===== src/rtl/i2c_wb_seq.sv =====
// i2c_wb_seq: WISHBONE master that turns byte register read/write commands into i2c_master_top register sequences.
// Define I2C_SEQ_IRQ_EN to wait on inta_i (followed by an SR read and IACK) instead of polling SR.
module i2c_wb_seq #(
    parameter logic [15:0] PRESCALE   = 16'h0031,
    parameter int          POLL_LIMIT = 1024
) (
    input  logic       wb_clk_i,
    input  logic       arst_i,
`ifdef I2C_SEQ_IRQ_EN
    input  logic       inta_i,
`endif
    input  logic       cmd_valid_i,
    output logic       cmd_ready_o,
    input  logic       cmd_rw_i,
    input  logic [6:0] cmd_dev_i,
    input  logic [7:0] cmd_reg_i,
    input  logic [7:0] cmd_wdat_i,
    output logic       rsp_valid_o,
    output logic [7:0] rsp_rdat_o,
    output logic [1:0] rsp_err_o,
    output logic       busy_o,
    output logic [2:0] wbm_adr_o,
    output logic [7:0] wbm_dat_o,
    input  logic [7:0] wbm_dat_i,
    output logic       wbm_we_o,
    output logic       wbm_stb_o,
    output logic       wbm_cyc_o,
    input  logic       wbm_ack_i
);
`ifdef I2C_SEQ_IRQ_EN
    localparam int         LIM   = POLL_LIMIT * 16;
    localparam logic [7:0] CTR_V = 8'hC0;
`else
    localparam int         LIM   = POLL_LIMIT;
    localparam logic [7:0] CTR_V = 8'h80;
`endif
    localparam int            CW    = $clog2(LIM + 1);
    localparam logic [CW-1:0] LIM_V = LIM[CW-1:0];

    typedef enum logic [3:0] {INIT_PL, INIT_PH, INIT_CTR, IDLE, TXR, CR, WAIT, SRD, IACK, CHK, STOP, RXR, RESP} state_t;

    state_t        state;
    logic          rw_q, al_q, rx_q, acc, a_we, last;
    logic [6:0]    dev_q;
    logic [7:0]    reg_q, wdat_q, txr_v, cr_v, a_dat;
    logic [1:0]    step, err_q;
    logic [2:0]    a_adr;
    logic [CW-1:0] cnt;

    // Step 3 exists only for reads: the CR-only receive byte after the repeated start.
    always_comb begin
        txr_v = step == 2'd0 ? {dev_q, 1'b0} : step == 2'd1 ? reg_q : rw_q ? {dev_q, 1'b1} : wdat_q;
        cr_v  = step == 2'd0 ? 8'h90 : step == 2'd1 ? 8'h10 : !rw_q ? 8'h50 : step == 2'd2 ? 8'h90 : 8'h68;
        last  = rw_q ? step == 2'd3 : step == 2'd2;
        acc   = 1'b1;
        a_we  = 1'b1;
        a_adr = 3'd4;
        a_dat = 8'h00;
        case (state)
            INIT_PL:  begin a_adr = 3'd0; a_dat = PRESCALE[7:0]; end
            INIT_PH:  begin a_adr = 3'd1; a_dat = PRESCALE[15:8]; end
            INIT_CTR: begin a_adr = 3'd2; a_dat = CTR_V; end
            TXR:      begin a_adr = 3'd3; a_dat = txr_v; end
            CR:       a_dat = cr_v;
            STOP:     a_dat = 8'h40;
            RXR:      begin a_we = 1'b0; a_adr = 3'd3; end
`ifdef I2C_SEQ_IRQ_EN
            SRD:      a_we = 1'b0;
            IACK:     a_dat = 8'h01;
`else
            WAIT:     a_we = 1'b0;
`endif
            default:  acc = 1'b0;
        endcase
    end

    always_ff @(posedge wb_clk_i or posedge arst_i) begin
        if (arst_i) begin
            state       <= INIT_PL;
            wbm_cyc_o   <= 1'b0;
            wbm_stb_o   <= 1'b0;
            wbm_we_o    <= 1'b0;
            wbm_adr_o   <= 3'd0;
            wbm_dat_o   <= 8'h00;
            cmd_ready_o <= 1'b0;
            rsp_valid_o <= 1'b0;
            rsp_rdat_o  <= 8'h00;
            rsp_err_o   <= 2'd0;
            busy_o      <= 1'b1;
            rw_q        <= 1'b0;
            dev_q       <= 7'd0;
            reg_q       <= 8'h00;
            wdat_q      <= 8'h00;
            step        <= 2'd0;
            err_q       <= 2'd0;
            al_q        <= 1'b0;
            rx_q        <= 1'b0;
            cnt         <= '0;
        end else begin
            rsp_valid_o <= 1'b0;
            if (acc && !wbm_cyc_o) begin
                wbm_cyc_o <= 1'b1;
                wbm_stb_o <= 1'b1;
                wbm_we_o  <= a_we;
                wbm_adr_o <= a_adr;
                wbm_dat_o <= a_dat;
            end else if (acc && wbm_ack_i) begin
                wbm_cyc_o <= 1'b0;
                wbm_stb_o <= 1'b0;
                wbm_we_o  <= 1'b0;
                wbm_adr_o <= 3'd0;
                wbm_dat_o <= 8'h00;
                case (state)
                    INIT_PL:  state <= INIT_PH;
                    INIT_PH:  state <= INIT_CTR;
                    INIT_CTR: begin state <= IDLE; cmd_ready_o <= 1'b1; busy_o <= 1'b0; end
                    TXR:      state <= CR;
                    CR:       begin state <= WAIT; cnt <= '0; end
                    STOP:     state <= RESP;
                    RXR:      begin rsp_rdat_o <= wbm_dat_i; state <= RESP; end
`ifdef I2C_SEQ_IRQ_EN
                    SRD:      begin al_q <= wbm_dat_i[5]; rx_q <= wbm_dat_i[7]; state <= IACK; end
                    IACK:     state <= CHK;
`else
                    WAIT: begin
                        al_q <= wbm_dat_i[5];
                        rx_q <= wbm_dat_i[7];
                        cnt  <= cnt + 1'b1;
                        if (!wbm_dat_i[1]) state <= CHK;
                        else if (cnt + 1'b1 >= LIM_V) begin err_q <= 2'd3; state <= STOP; end
                    end
`endif
                    default: ;
                endcase
            end else if (!acc) begin
                case (state)
                    IDLE: if (cmd_valid_i && cmd_ready_o) begin
                        rw_q        <= cmd_rw_i;
                        dev_q       <= cmd_dev_i;
                        reg_q       <= cmd_reg_i;
                        wdat_q      <= cmd_wdat_i;
                        step        <= 2'd0;
                        err_q       <= 2'd0;
                        cmd_ready_o <= 1'b0;
                        busy_o      <= 1'b1;
                        state       <= TXR;
                    end
`ifdef I2C_SEQ_IRQ_EN
                    WAIT: if (inta_i) state <= SRD;
                    else begin
                        cnt <= cnt + 1'b1;
                        if (cnt + 1'b1 >= LIM_V) begin err_q <= 2'd3; state <= STOP; end
                    end
`endif
                    CHK: if (al_q) begin err_q <= 2'd2; state <= RESP; end
                    else if (rx_q && !(rw_q && step == 2'd3)) begin err_q <= 2'd1; state <= STOP; end
                    else if (last) state <= rw_q ? RXR : RESP;
                    else begin
                        step  <= step + 2'd1;
                        state <= (rw_q && step == 2'd2) ? CR : TXR;
                    end
                    RESP: begin
                        rsp_valid_o <= 1'b1;
                        rsp_err_o   <= err_q;
                        if (rw_q && err_q != 2'd0) rsp_rdat_o <= 8'h00;
                        cmd_ready_o <= 1'b1;
                        busy_o      <= 1'b0;
                        state       <= IDLE;
                    end
                    default: ;
                endcase
            end
        end
    end
endmodule


===== config.mk =====
export PLATFORM = sky130hd
export DESIGN_NAME = i2c_wb_seq
export DESIGN_NICKNAME = d
export VERILOG_FILES = /design/src/rtl/i2c_wb_seq.sv
export SDC_FILE = /design/constraint.sdc
export NUM_CORES = 1
export LEC_CHECK = 0
export BUFFER_PORTS_ARGS = -buffer_cell sky130_fd_sc_hd__buf_2
export CAP_MARGIN = 40
export CORE_ASPECT_RATIO = 1.1
export CORE_UTILIZATION = 40
export DETAILED_ROUTE_END_ITERATION = 10
export HOLD_SLACK_MARGIN = 0.08
export MAX_ROUTING_LAYER = met4
export PLACE_DENSITY = 0.69
export SETUP_SLACK_MARGIN = 0.5
export SLEW_MARGIN = 20
export SYNTH_ARGS = -nofsm -noshare
export SYNTH_HDL_FRONTEND = slang
export SYNTH_SLANG_ARGS = --single-unit

===== constraint.sdc =====
create_clock -name wb_clk_i -period 2.2 [get_ports wb_clk_i]
set_input_delay 0.11 -clock wb_clk_i [delete_from_list [all_inputs] [get_ports wb_clk_i]]
set_output_delay 0.11 -clock wb_clk_i [all_outputs]
set_load 0.01 [all_outputs]

==> Flow_metrics.wiki, run 1 <==
{| class="wikitable"
! Metric !! Value
|-
| Status || complete, no violations
|-
| Final period demand of the worst path || 1820 ps
|-
| Worst min-delay path class || input pin to flop
|-
| Dominant register cell in the synthesized netlist || sky130_fd_sc_hd__dfrtp_1
|-
| Initial Utilization || 41.7%
|-
| Cts bufs inserted || 9
|-
| Placed cell count || 534
|-
| Drt pass-1 iters || 5
|-
| Post-synthesis register bit count || 71
|-
| Final clock skew || 12.3 ps
|-
| Highest Clock Rate || 0.551 GHz
|-
| Final standard cell area without fillers || 0.00569 mm²
|-
| WL/cell || 18.2 µm
|-
| Critical path data arrival time || 2060 ps
|-
| Setup Total Neg Slack || 0 ps
|-
| Pin count of the biggest net entering global routing || 42
|-
| Post-synthesis area per instance || 10.5 µm²
|-
| Initial antenna violation count || 0
|-
| Unrepaired setup endpoints after global routing || true
|-
| Number of top-level pins || 63
|-
| Rel. slew slack || 53.1%
|-
| Global-route congestion overflow total || 0
|-
| Overall die height || around 100 µm
|-
| Clk Latency, worst-skew pair || 360 ps
|-
| Final setup violation count || 0
|-
| Synth cell types || 63
|-
| Area growth from synthesis to layout || 53.0%
|-
| Global Route Usage Sum || 24.2%
|-
| Fraction of registers with async set/reset || 100%
|-
| Number of maximum-capacitance violations || 0
|-
| Count of non-filler cells in the finished layout || ~620
|-
| Final Hold Viols || 0
|-
| Static leakage power || ~2.6 nW
|-
| Most common cell after layout, fill and taps aside || sky130_fd_sc_hd__dfrtp_1
|-
| Total via count after detailed routing || 3478
|-
| Comb power frac || 51.6%
|-
| Final-stage net count || 543
|-
| Highest-count cells in the layout ignoring fill and taps || sky130_fd_sc_hd__dfrtp_1, sky130_fd_sc_hd__buf_2, sky130_fd_sc_hd__buf_4
|-
| Antenna Nets Post-Route || 0
|-
| Area of the core region || 0.00892 mm²
|-
| Required time of the critical path || 2450 ps
|-
| Post-synthesis instance total || 353
|-
| Final period util || 82.5%
|-
| Synthesized Nets || ~390
|-
| Peak VDD IR || ~0.00068 V
|-
| # fillers || 662
|-
| First-pass GRT wire length || 17300 µm
|-
| Worst-path maximum fanout || 4
|-
| Clk pwr share || 16.9%
|-
| Clock root buffer || sky130_fd_sc_hd__clkbuf_8
|-
| Critical path endpoint category || flop
|-
| PortBufs || 62
|-
| Area of placed instances || 0.00427 mm²
|-
| Largest area contributor in the synthesized netlist || sky130_fd_sc_hd__dfrtp_1
|-
| Power density of the placed cells || between 1000 and 1500 mW/mm²
|-
| Ant diodes || 0
|-
| Sw power || 2.76 mW
|-
| Die area || 0.00968 mm²
|-
| Number of enable flip-flop cells after synthesis || 0
|-
| Overall power || 7.03 mW
|-
| Synthesis Warnings || 0
|-
| Main area contributors after synthesis || sky130_fd_sc_hd__dfrtp_1, sky130_fd_sc_hd__mux2_2, sky130_fd_sc_hd__a22o_1, sky130_fd_sc_hd__nand2_1, sky130_fd_sc_hd__o21ai_0
|-
| Placer congestion estimate || ~0.93
|-
| Number of levels in the clock H-tree || 3
|-
| Std cell rows || 36
|-
| Wirelength, routed || 11300 µm
|-
| Sink count of the clock tree || 71
|-
| Estimated wirelength of the detail-placed design || approximately 6600 µm
|-
| Maximum buffer depth of the clock tree || 2
|-
| Via/cell ratio || about 5.6
|-
| Critical path class || flop to flop
|-
| Die boundary width || 93.9 µm
|-
| Clock transition at the registers of the reported paths || around 90 ps
|-
| Residual DRC count || 0
|-
| Sequential area share after synthesis || 47.8%
|-
| Yosys top cell area share || 47.1%
|-
| Type of origin of the critical path || flop
|-
| Iter 0 DRT Violations || 185
|-
| Syn Std Cell Area || 0.00372 mm²
|-
| Via count of the first global-routing pass || ~3.5k
|-
| TritonCTS clock tree || done
|-
| Number of max-slew violations in the final report || 0
|-
| Internal cell power || approximately 4.3 mW
|-
| Share of layout cells above drive strength 1 || 48.9%
|-
| Share of total power consumed by net switching || 39.2%
|-
| Sequential power share || 31.5%
|-
| Least-Margin Pin Slew || 703 ps
|}
-- cell usage after synthesis, types with 3 or more instances --
| cell type | number |
|---|---|
| sky130_fd_sc_hd__a21oi_1 | 16 |
| sky130_fd_sc_hd__a22o_1 | 18 |
| sky130_fd_sc_hd__a22oi_1 | 4 |
| sky130_fd_sc_hd__buf_2 | 8 |
| sky130_fd_sc_hd__buf_6 | 3 |
| sky130_fd_sc_hd__clkbuf_1 | 4 |
| sky130_fd_sc_hd__dfrtp_1 | 70 |
| sky130_fd_sc_hd__ha_1 | 5 |
| sky130_fd_sc_hd__inv_1 | 12 |
| sky130_fd_sc_hd__mux2_2 | 22 |
| sky130_fd_sc_hd__mux2_4 | 3 |
| sky130_fd_sc_hd__mux2i_1 | 5 |
| sky130_fd_sc_hd__nand2_1 | 34 |
| sky130_fd_sc_hd__nand2b_1 | 7 |
| sky130_fd_sc_hd__nand3_1 | 14 |
| sky130_fd_sc_hd__nand3b_1 | 4 |
| sky130_fd_sc_hd__nor2_1 | 19 |
| sky130_fd_sc_hd__nor2b_1 | 10 |
| sky130_fd_sc_hd__nor3_1 | 6 |
| sky130_fd_sc_hd__nor3_2 | 3 |
| sky130_fd_sc_hd__o21ai_0 | 23 |
| sky130_fd_sc_hd__o221ai_1 | 5 |
| sky130_fd_sc_hd__o22ai_1 | 8 |
| sky130_fd_sc_hd__xnor2_1 | 3 |
-- through the flow --
stage               setup WS, ps  hold WS, ps  util [%]
CTS                          405         90.5      59.9
detailed placement           175          267      47.9
floorplan                    475          215         -
global placement             192          254      47.9
global route                 348          111      63.8
finish                       385          124      63.8
-- state kept, by name, summed over array words and instances (netlist names), 2 cells and up --
| signal | count |
|---|---|
| cnt | 11 |
| dev_q | 7 |
| err_q | 2 |
| reg_q | 8 |
| rsp_err_o | 2 |
| rsp_rdat_o | 8 |
| state | 4 |
| step | 2 |
| wbm_adr_o | 3 |
| wbm_dat_o | 8 |
| wdat_q | 8 |
-- cells by family (layout without fill, tap and decap cells) --
family                   count (synthesis)  in the layout  synth area share (%)
buffers and inverters                   30            184                  4.38
multiplexers                            32             32                  9.83
flip-flops                              71             71                  47.8
adder cells (fa/ha/maj)                  5              5                  1.68
AO/OA/AOI/OAI                           98             98                  19.4
AND/OR/NAND/NOR                        113            113                  15.9
XOR/XNOR                                 4              4                 0.943
-- routing by layer --
metal,routed length (µm),vias to the layer above,global-route usage [%],share of wire [%]
li1,-,1586,-,-
met1,4670,1740,29.3,41
met2,5820,121,40.3,52
met3,533,31,4.65,4.7
met4,269,0,8.88,2.4
met5,0,-,-,0
-- what timing repair did --
action,4_1_cts,5_1_grt
endpoints found under the hold margin,63,0
endpoints found under the setup margin,67,60
cloned,2,1
gates resized for setup,64,65
buffers inserted,29,7
pin swaps,10,18
hold buffers,32,0
-- worst max-delay path, cell delays in order, from the launching register on --
cell and delay, ps:
sky130_fd_sc_hd__dfrtp_1 410, sky130_fd_sc_hd__buf_6 140, sky130_fd_sc_hd__and2b_2 270, sky130_fd_sc_hd__nand3_4 110
sky130_fd_sc_hd__nor2_4 190, sky130_fd_sc_hd__buf_6 150, sky130_fd_sc_hd__clkbuf_16 140, sky130_fd_sc_hd__mux2_4 310
-- power groups by stage --
stage	logic [mW]	clock network, mW	registers, mW
floorplan	1.79	0	2.10
global placement	2.43	0	2.17
detailed placement	2.46	0	2.19
CTS	3.13	1.19	2.15
global route	3.87	1.26	2.26
finish	3.63	1.18	2.22
-- area by class of cell --
| type | count | area (µm²) | area share, % |
|---|---|---|---|
| sequential | 71 | 1780 | 31.3 |
| timing repair buffer | 156 | 1230 | 21.6 |
| clock buffer | 9 | 124 | 2.18 |
| tap | 114 | 143 | 2.51 |
| clock inverter | 7 | 96.3 | 1.69 |
| inverter | 12 | 51.3 | 0.902 |
| multi-input combinational | 252 | 2260 | 39.8 |
-- path summary, 6_finish.rpt --
kind	startpoint	end	slack [ps]	cells after the start
worst max register to register	state[3]$_DFFE_PP0P_	wdat_q[7]$_DFFE_PP0P_	380	7
worst max-delay path	state[3]$_DFFE_PP0P_	wdat_q[7]$_DFFE_PP0P_	380	7
worst min register to register	wbm_we_o$_DFFE_PP0P_	wbm_we_o$_DFFE_PP0P_	480	2
min in group asynchronous	arst_i	wbm_we_o$_DFFE_PP0P_	400	3
max in group asynchronous	arst_i	busy_o$_DFFE_PP1P_	1110	4
worst min-delay path	wbm_dat_i[1]	rsp_rdat_o[1]$_DFFE_PP0P_	120	2
Power figures use the tool's default switching activity.
==> run 2: changes to the inputs <==
--- a/config.mk
+++ b/config.mk
@@ -5,6 +5,7 @@
 export SDC_FILE = /design/constraint.sdc
 export NUM_CORES = 1
 export LEC_CHECK = 0
+export ABC_AREA = 1
 export BUFFER_PORTS_ARGS = -buffer_cell sky130_fd_sc_hd__buf_2
 export CAP_MARGIN = 40
 export CORE_ASPECT_RATIO = 1.1
==> constraint.sdc (replaced) <==
create_clock -name wb_clk_i -period 1.69 [get_ports wb_clk_i]
set_input_delay 0.0845 -clock wb_clk_i [delete_from_list [all_inputs] [get_ports wb_clk_i]]
set_output_delay 0.0845 -clock wb_clk_i [all_outputs]
set_load 0.01 [all_outputs]
==> run 2 against run 1 <==
- first-iteration DRC count is 10% lower
- routed wire length is 6.5% lower
- hold slack better by 150 ps
- critical path depth is 4 higher
- largest cell class unchanged
- critical path type unchanged
- combinational power is 26% higher
- synthesized area is 1.6% lower
- the flow now finishes with violations (negative setup slack)
==> Flow_metrics.wiki, run 2 <==
{| class="wikitable"
! Metric !! Value
|-
| Status || finished with violations
|-
| Failing checks || negative setup slack
|-
| Post-synthesis instance total || 432 (+22%)
|-
| Post-synthesis register bit count || 71 (unchanged)
|-
| Clk Latency, worst-skew pair || 350 ps (about the same)
|-
| Rel. slew slack || 58.9% (+5.8 points)
|-
| Overall power || 8.87 mW (+26%)
|-
| Type of origin of the critical path || flop
|-
| Critical path data arrival time || 1970 ps (-90 ps)
|-
| Global Route Usage Sum || 24.2% (-0.030 points)
|-
| Synthesized Nets || 473 (+20%)
|-
| Final setup violation count || 14 (+14)
|-
| Final Worst Setup Slack || -41.0 ps (-426 ps)
|-
| Std cell rows || 36 (unchanged)
|-
| Final period util || 102% (+20 points)
|-
| PortBufs || 62 (unchanged)
|-
| Residual DRC count || 0 (unchanged)
|-
| Met3 layer usage reported by global route || 4.76% (+0.12 points)
|-
| Ant diodes || 0 (unchanged)
|-
| Multi-input logic area || 0.00196 mm² (-13%)
|-
| Least-Margin Pin Slew || 615 ps (-87.2 ps)
|-
| Clock root buffer || sky130_fd_sc_hd__clkbuf_8
|-
| Iter 0 DRT Violations || 166 (-10%)
|-
| Yosys top cell area share || 47.9% (+0.77 points)
|-
| Critical path class || flop to flop
|-
| Drt pass-1 iters || 4 (-1)
|-
| Synthesis Warnings || 0 (unchanged)
|-
| Highest-count cells in the layout ignoring fill and taps || sky130_fd_sc_hd__nand2_1, sky130_fd_sc_hd__dfrtp_1, sky130_fd_sc_hd__buf_2
|-
| Largest register FFs || 11 (unchanged)
|-
| Number of maximum-capacitance violations || 0 (unchanged)
|-
| Largest area contributor in the synthesized netlist || sky130_fd_sc_hd__dfrtp_1
|-
| Sw power || 3.60 mW (+30%)
|-
| Syn Std Cell Area || 0.00366 mm² (-1.6%)
|-
| Static leakage power || 2.82 nW (+7.9%)
|-
| Dominant register cell in the synthesized netlist || sky130_fd_sc_hd__dfrtp_1
|-
| Hold_ws || 271 ps (+147 ps)
|-
| Highest Clock Rate || 0.578 GHz (+4.9%)
|-
| Post-synthesis area per instance || 8.47 µm² (-20%)
|-
| Power density of the placed cells || 1600 mW/mm² (+29%)
|-
| Placer congestion estimate || 0.896 (-3.2%)
|-
| Total via count after detailed routing || 3630 (+4.4%)
|-
| Fraction of registers with async set/reset || 100% (unchanged)
|-
| Top cells by count, synth || sky130_fd_sc_hd__nand2_1, sky130_fd_sc_hd__dfrtp_1, sky130_fd_sc_hd__inv_1, sky130_fd_sc_hd__nor2_1, sky130_fd_sc_hd__o21ai_0
|-
| Sequential area share after synthesis || 48.6% (+0.79 points)
|-
| Main area contributors after synthesis || sky130_fd_sc_hd__dfrtp_1, sky130_fd_sc_hd__nand2_1, sky130_fd_sc_hd__mux2_2, sky130_fd_sc_hd__o21ai_0, sky130_fd_sc_hd__inv_1
|-
| Die boundary width || 93.2 µm (-0.79%)
|-
| Number of enable flip-flop cells after synthesis || 0 (unchanged)
|-
| Required time of the critical path || 1930 ps (-520 ps)
|-
| First-pass GRT wire length || 17200 µm (-0.64%)
|-
| Placed cell count || 635 (+19%)
|-
| Share of total power consumed by net switching || 40.5% (+1.3 points)
|-
| Number of top-level pins || 63 (unchanged)
|-
| Final Hold Viols || 0 (unchanged)
|-
| FF+latch area || 0.00178 mm² (unchanged)
|-
| Wirelength, routed || 10600 µm (-6.5%)
|-
| Critical path endpoint category || flop
|-
| Antenna Nets Post-Route || 0 (unchanged)
|-
| Sink count of the clock tree || 71 (unchanged)
|-
| Final period demand of the worst path || 1730 ps (-84.2 ps)
|-
| Area growth from synthesis to layout || 51.9%
|-
| Sequential power share || 29.7% (-1.8 points)
|-
| Clock transition at the registers of the reported paths || 70 ps (-20 ps)
|-
| Initial antenna violation count || 0 (unchanged)
|-
| Met1 capacity usage during global routing || 27.0% (-2.3 points)
|-
| Unrepaired setup endpoints after global routing || true
|-
| Global-route congestion overflow total || 0 (unchanged)
|-
| Die area || 0.00953 mm² (-1.6%)
|-
| Global routing usage on met2 || 42.5% (+2.2 points)
|-
| Worst min-delay path class || input pin to flop
|-
| Number of levels in the clock H-tree || 3 (unchanged)
|-
| Final clock skew || 9.36 ps (-2.92 ps)
|-
| Synth cell types || 31 (-51%)
|-
| Share of layout cells above drive strength 1 || 41.9% (-7.0 points)
|-
| Highest-utilization routing layer at the global route stage || met2
|-
| Cts bufs inserted || 9 (unchanged)
|-
| Setup Total Neg Slack || -239 ps (-239 ps)
|-
| TritonCTS clock tree || done
|-
| Estimated wirelength of the detail-placed design || 7000 µm (+6.3%)
|-
| Internal cell power || 5.27 mW (+24%)
|-
| Register name with the most flops || cnt
|-
| Count of non-filler cells in the finished layout || 718 (+16%)
|-
| Initial Utilization || 41.2% (-0.47 points)
|-
| # fillers || 711 (+7.4%)
|-
| Overall die height || 102 µm (-0.80%)
|-
| Maximum buffer depth of the clock tree || 2 (unchanged)
|-
| Via/cell ratio || 5.06 (-9.7%)
|-
| Most common cell after layout, fill and taps aside || sky130_fd_sc_hd__nand2_1
|-
| WL/cell || 14.7 µm (-19%)
|-
| Pin count of the biggest net entering global routing || 33 (-21%)
|-
| Number of max-slew violations in the final report || 0 (unchanged)
|-
| Area of the core region || 0.00887 mm² (-0.51%)
|-
| Most frequent cell after synthesis || sky130_fd_sc_hd__nand2_1
|-
| Worst-path maximum fanout || 6 (+2)
|-
| Comb power frac || 51.7% (about the same)
|-
| Peak VDD IR || 0.000818 V (+20%)
|-
| Final-stage net count || 640 (+18%)
|-
| Clk pwr share || 18.6% (+1.7 points)
|-
| Via count of the first global-routing pass || 3713 (+6.0%)
|}
-- run 2: cell types whose count changed after synthesis, moves of 6 or more --
cell and change:
sky130_fd_sc_hd__a22o_1 -18, sky130_fd_sc_hd__nand2b_1 -7, sky130_fd_sc_hd__inv_1 +25, sky130_fd_sc_hd__nor2_1 +18, sky130_fd_sc_hd__nor2b_1 -10, sky130_fd_sc_hd__nand2_1 +89, sky130_fd_sc_hd__nand3_1 +9, sky130_fd_sc_hd__o21ai_0 +6
sky130_fd_sc_hd__nand4_1 +11, sky130_fd_sc_hd__o21ai_1 +6, sky130_fd_sc_hd__buf_2 -8
-- run 2: stage by stage --
step | setup slack [ps] | utilization (%) | area, µm²
2_1_floorplan | 180 | - | 3750
3_3_place_gp | -109 | 49.9 | 4420
3_5_place_dp | -81.2 | 49.9 | 4420
4_1_cts | 6.00 | 60.6 | 5380
5_1_grt | -151 | 62.6 | 5550
6_report | -41.0 | 62.6 | 5550
-- run 2: per-layer routing --
| metal | share of wire, % | vias up | wire, µm |
|---|---|---|---|
| li1 | - | 1759 | - |
| met1 | 41 | 1746 | 4330 |
| met2 | 52 | 94 | 5510 |
| met3 | 3.5 | 31 | 368 |
| met4 | 3.3 | 0 | 350 |
| met5 | 0 | - | 0 |
-- run 2: worst paths after layout --
path	start	cells past startpoint	endpoint	slack [ps]
setup / recovery	state[3]$_DFFE_PP0P_	11	wbm_dat_o[4]$_DFFE_PP0P_	-40
hold / removal	wbm_ack_i	3	state[3]$_DFFE_PP0P_	270
setup reg to reg	state[3]$_DFFE_PP0P_	11	wbm_dat_o[4]$_DFFE_PP0P_	-40
hold reg to reg	busy_o$_DFFE_PP1P_	2	busy_o$_DFFE_PP1P_	460
max in group asynchronous	arst_i	4	wdat_q[4]$_DFFE_PP0P_	800
min in group asynchronous	arst_i	3	cnt[1]$_DFFE_PP0P_	350
-- run 2: cell type report --
class	instances	share of cell area (%)
multi-input cells	310	35.3
flip-flops and latches	71	32.1
repair buffers	162	22.2
inverters	44	3.40
clock buffers	13	2.68
well taps	114	2.57
clock inverters	3	1.62
repair inverters	1	0.135
-- run 2: power groups by stage --
stage                     Clock (mW)  Sequential [mW]  Combinational, mW
final                           1.65             2.64               4.58
after CTS                       1.67             2.61               4.26
after floorplan                    0             2.62               2.23
after detailed placement           0             2.61               3.43
after global routing            1.75             2.70               5.02
after global placement             0             2.60               3.36
-- run 2: cells by family after synthesis --
kind of cell / count (synthesis) / synth area share, %
AO/OA/AOI/OAI: 66 / 9.85
XOR/XNOR: 1 / 0.240
adder cells (fa/ha/maj): 5 / 1.71
buffers and inverters: 51 / 6.26
flip-flops: 71 / 48.6
multiplexers: 24 / 7.29
AND/OR/NAND/NOR: 214 / 26.0
-- run 2: worst max-delay path: stages (launching register included) --
cell	delay, ps
sky130_fd_sc_hd__dfrtp_2	470
sky130_fd_sc_hd__nor2_2	220
sky130_fd_sc_hd__nand2_2	90
sky130_fd_sc_hd__nand2_4	90
sky130_fd_sc_hd__nor2_4	60
sky130_fd_sc_hd__buf_12	120
sky130_fd_sc_hd__nor2_8	120
sky130_fd_sc_hd__inv_4	60
sky130_fd_sc_hd__nand2_4	90
sky130_fd_sc_hd__clkinvlp_4	150
sky130_fd_sc_hd__nand2_1	90
sky130_fd_sc_hd__nand2_1	50
-- run 2: timing repair --
action                                 CTS  global route
endpoints found under the hold margin   56             0
setup buffers                           27             6
pin swaps                               22            16
cloned                                   1             0
setup endpoints to repair               71            73
hold buffers                            33             0
gates resized for setup                 54            40
